`config.mk`:
```
export PLATFORM = sky130hd
export DESIGN_NAME = lsu_stage3
export DESIGN_NICKNAME = d
export VERILOG_FILES = /design/src/rtl/lsu_stage3.sv
export SDC_FILE = /design/constraint.sdc
export NUM_CORES = 1
export LEC_CHECK = 0
export CORE_MARGIN = 1.5
export CORE_UTILIZATION = 39
export DETAILED_ROUTE_END_ITERATION = 10
export HOLD_SLACK_MARGIN = 0.08
export PLACE_DENSITY = 0.86
export SETUP_SLACK_MARGIN = 0.3
export SYNTH_ARGS = -nofsm -noshare
export SYNTH_HDL_FRONTEND = slang
export SYNTH_SLANG_ARGS = --single-unit
```
`constraint.sdc`:
```
create_clock -name clk_in -period 3.35 [get_ports clk_in]
set_input_delay 0.5025 -clock clk_in [delete_from_list [all_inputs] [get_ports clk_in]]
set_output_delay 0.5025 -clock clk_in [all_outputs]
set_load 0.1 [all_outputs]
```
`src/rtl/lsu_stage3.sv`:
```
// Stage-3 load/store unit: one data-memory transaction per instruction over a
// valid/ready + rvalid bus, with pipeline stall, timeout and load formatting.
module lsu_stage3 #(
    parameter int TIMEOUT_CYCLES = 16,
    parameter int CNT_W          = 5
) (
    input  logic        clk_in,
    input  logic        rst_in,
    input  logic        flush_in,
    input  logic        mem_rd_req_in,
    input  logic        mem_wr_req_in,
    input  logic [31:0] iadder_in,
    input  logic [31:0] rs2_in,
    input  logic [1:0]  load_size_in,
    input  logic        load_unsigned_in,
    output logic        dmem_req_valid_out,
    output logic        dmem_we_out,
    output logic [31:0] dmem_addr_out,
    output logic [31:0] dmem_wdata_out,
    output logic [3:0]  dmem_wmask_out,
    input  logic        dmem_ready_in,
    input  logic        dmem_rvalid_in,
    input  logic [31:0] dmem_rdata_in,
    output logic        lsu_stall_out,
    output logic        lsu_done_out,
    output logic [31:0] load_data_out,
    output logic        misaligned_out,
    output logic        bus_err_out
);

    typedef enum logic [1:0] {S_IDLE, S_REQ, S_WAIT, S_DONE} state_t;

    state_t            state_q, state_d;
    logic [CNT_W-1:0]  cnt_q, cnt_d;
    logic              req_valid_q, req_valid_d;
    logic              we_q, we_d;
    logic [31:0]       addr_q, addr_d;
    logic [31:0]       wdata_q, wdata_d;
    logic [3:0]        wmask_q, wmask_d;
    logic [1:0]        size_q, size_d;
    logic              uns_q, uns_d;
    logic [31:0]       load_data_q, load_data_d;
    logic              done_q, done_d;
    logic              mis_q, mis_d;
    logic              err_q, err_d;

    logic        req, misaligned, timeout_hit;
    logic [7:0]  byte_sel;
    logic [15:0] half_sel;
    logic [31:0] load_fmt;

    assign req         = (mem_rd_req_in | mem_wr_req_in) & ~flush_in;
    assign misaligned  = (load_size_in == 2'b01 & iadder_in[0]) |
                         (load_size_in[1] & (iadder_in[1:0] != 2'b00));
    // Counter holds the number of REQ/WAIT cycles already spent; this is the last allowed one.
    assign timeout_hit = (cnt_q >= CNT_W'(TIMEOUT_CYCLES - 1));

    always_comb begin
        byte_sel = dmem_rdata_in[7:0];
        case (addr_q[1:0])
            2'd1:    byte_sel = dmem_rdata_in[15:8];
            2'd2:    byte_sel = dmem_rdata_in[23:16];
            2'd3:    byte_sel = dmem_rdata_in[31:24];
            default: byte_sel = dmem_rdata_in[7:0];
        endcase
        half_sel = addr_q[1] ? dmem_rdata_in[31:16] : dmem_rdata_in[15:0];
        case (size_q)
            2'b00:   load_fmt = {{24{~uns_q & byte_sel[7]}}, byte_sel};
            2'b01:   load_fmt = {{16{~uns_q & half_sel[15]}}, half_sel};
            default: load_fmt = dmem_rdata_in;
        endcase
    end

    always_comb begin
        state_d     = state_q;
        cnt_d       = cnt_q;
        req_valid_d = req_valid_q;
        we_d        = we_q;
        addr_d      = addr_q;
        wdata_d     = wdata_q;
        wmask_d     = wmask_q;
        size_d      = size_q;
        uns_d       = uns_q;
        load_data_d = '0;
        done_d      = 1'b0;
        mis_d       = 1'b0;
        err_d       = 1'b0;
        case (state_q)
            S_IDLE: begin
                if (req && misaligned) begin
                    mis_d = 1'b1;
                end else if (req) begin
                    state_d     = S_REQ;
                    cnt_d       = '0;
                    req_valid_d = 1'b1;
                    we_d        = mem_wr_req_in;
                    addr_d      = iadder_in;
                    size_d      = load_size_in;
                    uns_d       = load_unsigned_in;
                    wdata_d     = '0;
                    wmask_d     = 4'b0000;
                    if (mem_wr_req_in) begin
                        case (load_size_in)
                            2'b00: begin
                                wdata_d = {4{rs2_in[7:0]}};
                                wmask_d = 4'b0001 << iadder_in[1:0];
                            end
                            2'b01: begin
                                wdata_d = {2{rs2_in[15:0]}};
                                wmask_d = 4'b0011 << {iadder_in[1], 1'b0};
                            end
                            default: begin
                                wdata_d = rs2_in;
                                wmask_d = 4'b1111;
                            end
                        endcase
                    end
                end
            end
            S_REQ: begin
                cnt_d = cnt_q + 1'b1;
                if (dmem_ready_in) begin
                    req_valid_d = 1'b0;
                    if (we_q) begin
                        state_d = S_DONE;
                        done_d  = 1'b1;
                    end else begin
                        state_d = S_WAIT;
                    end
                end else if (timeout_hit) begin
                    req_valid_d = 1'b0;
                    state_d     = S_DONE;
                    done_d      = 1'b1;
                    err_d       = 1'b1;
                end
            end
            S_WAIT: begin
                cnt_d = cnt_q + 1'b1;
                if (dmem_rvalid_in) begin
                    load_data_d = load_fmt;
                    state_d     = S_DONE;
                    done_d      = 1'b1;
                end else if (timeout_hit) begin
                    state_d = S_DONE;
                    done_d  = 1'b1;
                    err_d   = 1'b1;
                end
            end
            default: state_d = S_IDLE;
        endcase
    end

    always_ff @(posedge clk_in or posedge rst_in) begin
        if (rst_in) begin
            state_q     <= S_IDLE;
            cnt_q       <= '0;
            req_valid_q <= 1'b0;
            we_q        <= 1'b0;
            addr_q      <= '0;
            wdata_q     <= '0;
            wmask_q     <= '0;
            size_q      <= '0;
            uns_q       <= 1'b0;
            load_data_q <= '0;
            done_q      <= 1'b0;
            mis_q       <= 1'b0;
            err_q       <= 1'b0;
        end else begin
            state_q     <= state_d;
            cnt_q       <= cnt_d;
            req_valid_q <= req_valid_d;
            we_q        <= we_d;
            addr_q      <= addr_d;
            wdata_q     <= wdata_d;
            wmask_q     <= wmask_d;
            size_q      <= size_d;
            uns_q       <= uns_d;
            load_data_q <= load_data_d;
            done_q      <= done_d;
            mis_q       <= mis_d;
            err_q       <= err_d;
        end
    end

    always_comb begin
        case (state_q)
            S_IDLE:         lsu_stall_out = ~rst_in & req & ~misaligned;
            S_REQ, S_WAIT:  lsu_stall_out = ~rst_in;
            default:        lsu_stall_out = 1'b0;
        endcase
    end

    assign dmem_req_valid_out = req_valid_q;
    assign dmem_we_out        = we_q;
    assign dmem_addr_out      = addr_q;
    assign dmem_wdata_out     = wdata_q;
    assign dmem_wmask_out     = wmask_q;
    assign lsu_done_out       = done_q;
    assign load_data_out      = load_data_q;
    assign misaligned_out     = mis_q;
    assign bus_err_out        = err_q;

endmodule
```
### Word-level counts from Yosys, hierarchy flattened

Cells that the tools add are included.

* multiply operators: 0
* mux-type cells: 35
* bitwise operators: 14
* reduce and logical (&&, ||, !) cells: 12
* shift-type cells: 2
* divide/modulo/power cells: 0
* add/sub/neg operators: 1
* $lt $le $gt $ge: 1
* equal/unequal tests: 10

Operator list (count)
* 32-bit case mux with 2 select lines: 2
* 32-bit 2-to-1 mux: 3
* 8-bit case mux with 3 select lines: 1
* 16-bit 2-to-1 mux: 1
* 1-bit 2-to-1 mux: 13
* 2-bit 2-to-1 mux: 5
* 5-bit 2-to-1 mux: 2
* 5-bit case mux with 2 select lines: 1
* 2-bit by 1-bit == test with 1-bit output, second input constant: 4
* 1-bit case mux with 2 select lines: 4
* 4-bit case mux with 2 select lines: 1
* 1-bit AND: 7
* 2-bit == test, second input constant: 3
* 2-bit zero test: 3
* 2-bit case mux with 3 select lines: 1
* 3-bit AND reduction: 2
* 2-bit nonzero test: 3
* 5-bit by 1-bit adder with 5-bit output, second input constant: 1
* 5-bit by 4-bit >= comparator with 1-bit output, second input constant: 1
* 1-bit NOT: 5
* 4-bit 2-to-1 mux: 1
* 2-bit != test, second input constant: 2
* 4-bit AND reduction: 1
* 1-bit by 2-bit left shift with 4-bit output, first input constant: 1
* 6 further kinds: 7

* bits of input ports: 106
* flip-flop bits (word level): 115
* bits in latches: 0
* RAM bits: 0
* memories: 0
* memory bits (read-only): 0

### Depth between registers and ports, before layout

Gate-level depths: netlist of the first run.

* word-level depth: 6
* depth in mapped cells: 7
* gate-level depth less buffers: 7

### Least setup slack after synthesis of the first run

No wires, ideal clock.

* path type: input to output
* start: input port flush_in
* end: output port lsu_stall_out
* arrival time: 3.285 ns
* path buffers: 1
* required time: 2.847 ns
* cell stages on the path: 4
* path slack: -0.437 ns
* path through: o21ba_2 nand4_1 buf_2 a211oi_1

* word-level cells in the longest chain between the ends: 5

RTL lines
* from (decl): RTL line 9 `input logic flush_in,`
* 1-bit NOT: RTL line 52 `assign req = (mem_rd_req_in | mem_wr_req_in) & ~flush_in;`
* 1-bit AND: RTL line 52
* 1-bit AND (2 in series): RTL line 187 `S_IDLE: lsu_stall_out = ~rst_in & req & ~misaligned;`
* 1-bit case mux with 2 select lines: RTL line 186 `case (state_q)`
* to (decl): RTL line 24 `output logic lsu_stall_out,`

Every way passes these cells.

### Final worst setup path of the first run

* start: input port iadder_in[1]
* end: output port lsu_stall_out

* word-level cells in the longest chain between the ends: 6

RTL lines
* from (decl): RTL line 12 `input logic [31:0] iadder_in,`
* 2-bit nonzero test: RTL line 54 `(load_size_in[1] & (iadder_in[1:0] != 2'b00));`
* 1-bit AND: RTL line 54
* 1-bit bitwise OR: RTL line 53 `assign misaligned = (load_size_in == 2'b01 & iadder_in[0]) |`
* 1-bit NOT: RTL line 187
* 1-bit AND: RTL line 187
* 1-bit case mux with 2 select lines: RTL line 186

Every way passes these cells.

==> results.yml, run 1 <==
floorplan:
  ios: 212
  start_util: 0.399
  die_h_um: 119
  rows: 42
  die-area_mm2: 0.0142
  coreArea_mm2: 0.0132
  dieWidth_um: 119
clocking:
  clkLatencyLatePin_ns: 0.41
  h-tree-depth: 4
  cts_hold_buffers: 0
  cts.sinks: 115
  cts_buffer_depth: 2
  cts_tree: "done"
  cts_resized: 0
  clockRootBuffer: "clkbuf_16"
  cts_buffers: 17
  clk_pin_slew_ns: 0.05
  cts_setup_buffers: 0
global_route:
  gr-total-overflow: 0
  grt_pass1_vias: 4561
  grt_max_degree: 109
  grt_pass1_wl_um: 23200
  grt.total_usage: 0.211
  antenna_found_initial: 0
layout:
  postLayoutCellArea_mm2: 0.00805
  layout.nets: 864
  final_common_cell: "clkdlybuf4s50_1"
  final_cell_mix: "clkdlybuf4s50_1 (207), nand2_1 (176), dfrtp_1 (115), o21ai_0 (30), mux2i_1 (27)"
  drive_gt1_frac: 0.0865
  n_fill_cell: 1130
  diodes: 0
  fin_util: 0.610
  ff_latch_area_mm2: 0.00288
  areaGrowthSynthToFinish_pct: 52.9
  multi_input_area_mm2: 0.00217
yosys:
  ys_types: 51
  synth_warnings: 0
  synth_xor_area_frac: 0.00166
  synth_top_cell_by_area: "dfrtp_1"
  synth.cell_area_mm2: 0.00526
  muxShareOfSynthArea: 0.0763
  synth_top_family_by_area: "simple AND/OR/NAND/NOR gates"
  synth_edf_count: 0
  synthAdderAreaFrac: 0.0166
  synth_flop_cell: "dfrtp_1"
  async_reset_ff_frac: 1.00
  synthTopCellsByArea: "dfrtp_1 (55%), nand2_1 (13%), mux2i_1 (5.1%)"
  yosysTopAreaCellShare: 0.547
  synthSimpleGateAreaFrac: 0.181
  syn_avg_cell_area_um2: 9.65
  ys_seq_area_frac: 0.547
  synth_nets: 658
  syn_inst: 545
  ys_ff_latch: 115
  synth-compound-area-share: 0.135
sta:
  maxSlewViolCount: 0
  finalCritPeriodShare: 0.772
  finalHoldViolCount: 0
  rsz0062_at_grt: "no"
  finalSetupViolCount: 0
  setup-tns-final_ns: 0
  max_freq_mhz: 387
  finalCriticalPeriod_ns: 2.59
  relSlewSlack: 0.316
  worst_slew_pin_slew_ns: 1.02
  skew_ns: 0.00659
run_status:
  status: "finished, final reports clean"
worst_setup_path:
  endpoint_kind: "primary output"
  critical_path_class: "in2out"
  start_kind: "primary input"
  crit_arrival_ns: 2.08
  cp_max_fo: 6
  cp_data_required_time_ns: 2.85
routing:
  route.met3.wl_um: 1000
  drc: 0
  drt-total-wl_um: 14700
  vias_per_cell: 5.03
  vias: 4726
  highest_layer: "met4"
  wire_per_inst_um: 15.7
  drtIter0Drc: 360
  drtPass1Iterations: 4
  wl_met2_um: 7130
  wl_met1_um: 6310
  ant_nets: 0
place:
  place.gp.congestion: 0.783
  dpl.hpwl_um: 10400
  place_area_mm2: 0.00753
  io_buffers: 211
hold_path:
  hold_path.class: "in2async"
job:
  drv_cap: 0
==> flip-flops by register name (all words and copies together) (netlist names), 2 cells and up <==
signal,cells
dmem_addr_out,32
cnt_q,5
load_data_out,32
dmem_wdata_out,32
size_q,2
dmem_wmask_out,4
state_q,2
==> cells in the mapped netlist, drive strengths merged, types with 2 or more instances <==
master  number
a21o        16
a21oi       13
a31oi        9
and2         3
and3         2
buf         18
clkbuf      15
dfrtp      115
ha           7
inv         18
mux2         9
mux2i       28
nand2      176
nand2b       4
nand3       17
nand4        2
nor2        15
nor3         2
o21ai       33
o221a        6
o31ai       16
==> stage by stage <==
step	setup slack, ns	hold WS (ns)	cells
final	0.763	0.414	939
after global routing	0.700	0.435	939
after CTS	0.784	0.401	939
after detailed placement	0.795	0.459	908
after global placement	0.817	0.450	908
after floorplan	0.528	0.499	545
==> final timing paths <==
path                                          startpoint                        endpoint  slack [ns]  depth (start not counted)
setup / recovery                            iadder_in[1]                   lsu_stall_out        0.76                          5
hold reg to reg            dmem_addr_out[16]$_DFFE_PP0P_   dmem_addr_out[16]$_DFFE_PP0P_        0.47                          2
hold / removal                                    rst_in            cnt_q[0]$_DFFE_PP0P_        0.41                          2
min in group clk_in        dmem_addr_out[16]$_DFFE_PP0P_   dmem_addr_out[16]$_DFFE_PP0P_        0.47                          2
max in group asynchronous                         rst_in    dmem_addr_out[5]$_DFFE_PP0P_        2.13                          3
setup reg to reg                  state_q[0]$_DFFE_PP0P_  dmem_wdata_out[19]$_DFFE_PP0P_        1.30                          6
==> metal layers <==
layer | vias up | GRT usage
met4 | 0 | 0.0911
met5 | - | 0
li1 | 2261 | -
met3 | 19 | 0.0603
met1 | 2259 | 0.269
met2 | 187 | 0.335
==> cells by family after synthesis <==
| kind of cell | count (synthesis) |
|---|---|
| AO/OA/AOI/OAI | 106 |
| flip-flops | 115 |
| adder cells (fa/ha/maj) | 7 |
| XOR/XNOR | 1 |
| multiplexers | 37 |
| buffers and inverters | 51 |
| AND/OR/NAND/NOR | 228 |
==> critical path, stage by stage <==
cell	delay [ns]
clkdlybuf4s50_1	0.54
o21ai_2	0.28
nand4_1	0.21
a211oi_2	0.34
buf_12	0.21
==> cell type report <==
class / instances / share of cell area
timing repair buffer: 220 / 0.273
multi-input combinational: 379 / 0.269
clock inverter: 6 / 0.00373
clock buffer: 25 / 0.0603
tap: 176 / 0.0274
inverter: 18 / 0.00886
sequential: 115 / 0.358
Power of run 1 is left out: the tool's default activity adds up to more than one toggle a clock period on the data nets, which glitch-free logic cannot reach.
==> run 2: changes to the inputs <==
--- a/config.mk
+++ b/config.mk
@@ -6,10 +6,10 @@
 export NUM_CORES = 1
 export LEC_CHECK = 0
 export CORE_MARGIN = 1.5
-export CORE_UTILIZATION = 39
+export CORE_UTILIZATION = 40
 export DETAILED_ROUTE_END_ITERATION = 10
 export HOLD_SLACK_MARGIN = 0.08
-export PLACE_DENSITY = 0.86
+export PLACE_DENSITY = 0.85
 export SETUP_SLACK_MARGIN = 0.3
 export SYNTH_ARGS = -nofsm -noshare
 export SYNTH_HDL_FRONTEND = slang
==> constraint.sdc (replaced) <==
create_clock -name clk_in -period 2.63 [get_ports clk_in]
set_input_delay 0.3945 -clock clk_in [delete_from_list [all_inputs] [get_ports clk_in]]
set_output_delay 0.3945 -clock clk_in [all_outputs]
set_load 0.1 [all_outputs]
==> results.yml, run 2 (synthesis results as in run 1) <==
worst_setup_path:
  cp_data_required_time_ns: 2.24
  cp_max_fo: 7
  start_kind: "register"
  crit_arrival_ns: 1.88
  critical_path_class: "reg2out"
  endpoint_kind: "primary output"
floorplan:
  coreArea_mm2: 0.0127
  die_h_um: 118
  dieWidth_um: 118
  rows: 41
  die-area_mm2: 0.0138
  ios: 212
  start_util: 0.414
global_route:
  grt_max_degree: 91
  grt_pass1_wl_um: 25700
  grt.total_usage: 0.233
  gr-total-overflow: 0
  grt_pass1_vias: 4944
  antenna_found_initial: 1
clocking:
  clkLatencyLatePin_ns: 0.40
  cts_tree: "done"
  h-tree-depth: 4
  clockRootBuffer: "clkbuf_16"
  cts_buffer_depth: 2
  cts.sinks: 115
  clk_pin_slew_ns: 0.06
  cts_buffers: 17
sta:
  skew_ns: 0.0107
  maxSlewViolCount: 0
  max_freq_mhz: 440
  relSlewSlack: 0.520
  finalHoldViolCount: 0
  finalSetupViolCount: 0
  finalCritPeriodShare: 0.864
  whs_ns: 0.469
  worst_slew_pin_slew_ns: 0.720
  rsz0062_at_grt: "no"
  finalCriticalPeriod_ns: 2.27
place:
  dpl.hpwl_um: 11600
  place_area_mm2: 0.00732
  place.gp.congestion: 0.863
  io_buffers: 211
layout:
  postLayoutCellArea_mm2: 0.00793
  n_fill_cell: 1052
  final_cell_mix: "nand2_1 (176), dfrtp_1 (115), buf_4 (115), clkdlybuf4s50_1 (105), o21ai_0 (30)"
  areaGrowthSynthToFinish_pct: 50.7
  drive_gt1_frac: 0.229
  final_common_cell: "nand2_1"
  layout.nets: 868
hold_path:
  hold_path.class: "reg2reg"
routing:
  wire_per_inst_um: 16.8
  drc: 0
  vias_per_cell: 5.12
  drtPass1Iterations: 5
  drtIter0Drc: 339
  vias: 4822
  ant_nets: 0
  drt-total-wl_um: 15800
job:
  drv_cap: 0
run_status:
  status: "finished, final reports clean"
## run 2: per-stage QoR
stage | TNS (ns) | cells | utilization | setup slack, ns
after floorplan | -0.0461 | 545 | - | -0.0461
after global placement | 0 | 907 | 0.575 | 0.389
after detailed placement | 0 | 907 | 0.575 | 0.318
after CTS | 0 | 939 | 0.622 | 0.300
after global routing | 0 | 941 | 0.623 | 0.292
final | 0 | 941 | 0.623 | 0.357
## run 2: final cells by class
type | count | area [µm²] | area share
antenna | 1 | 2.50 | 0.000316
clock buffer | 22 | 454 | 0.0573
clock inverter | 10 | 133 | 0.0167
inverter | 18 | 71.3 | 0.00900
multi-input combinational | 379 | 2180 | 0.275
sequential | 115 | 2880 | 0.363
tap | 172 | 215 | 0.0271
timing repair buffer | 224 | 1990 | 0.252
## run 2: timing repair
action / 4_1_cts / 5_1_grt
pin swaps: 1 / 1
endpoints found under the setup margin: 1 / 1
hold buffers: 0 / 0
gates resized for setup: 2 / 1
buffers inserted: 0 / 1
## run 2: metal layers
metal | part of all wire | global-route usage | vias to the layer above
met3 | 0.072 | 0.0601 | 20
met2 | 0.51 | 0.398 | 221
li1 | - | - | 2267
met1 | 0.40 | 0.286 | 2314
met4 | 0.016 | 0.0793 | 0
met5 | 0 | 0 | -
## run 2: worst paths after layout
check	from	endpoint	slack [ns]	depth (start not counted)
worst max-delay path	state_q[1]$_DFFE_PP0P_	lsu_stall_out	0.36	5
worst min-delay path	dmem_wdata_out[4]$_DFFE_PP0P_	dmem_wdata_out[4]$_DFFE_PP0P_	0.47	2
worst min register to register	dmem_wdata_out[4]$_DFFE_PP0P_	dmem_wdata_out[4]$_DFFE_PP0P_	0.47	2
worst max register to register	cnt_q[0]$_DFFE_PP0P_	state_q[0]$_DFFE_PP0P_	0.65	7
max in group asynchronous	rst_in	dmem_addr_out[5]$_DFFE_PP0P_	1.50	3
min in group asynchronous	rst_in	cnt_q[2]$_DFFE_PP0P_	0.48	2
## run 2: critical path, stage by stage (launching register included)
cell      delay (ns)
dfrtp_1         0.42
inv_1           0.17
ha_4            0.20
nand4_1         0.15
a211oi_2        0.33
buf_12          0.21
Power of run 2 is left out for the same reason.
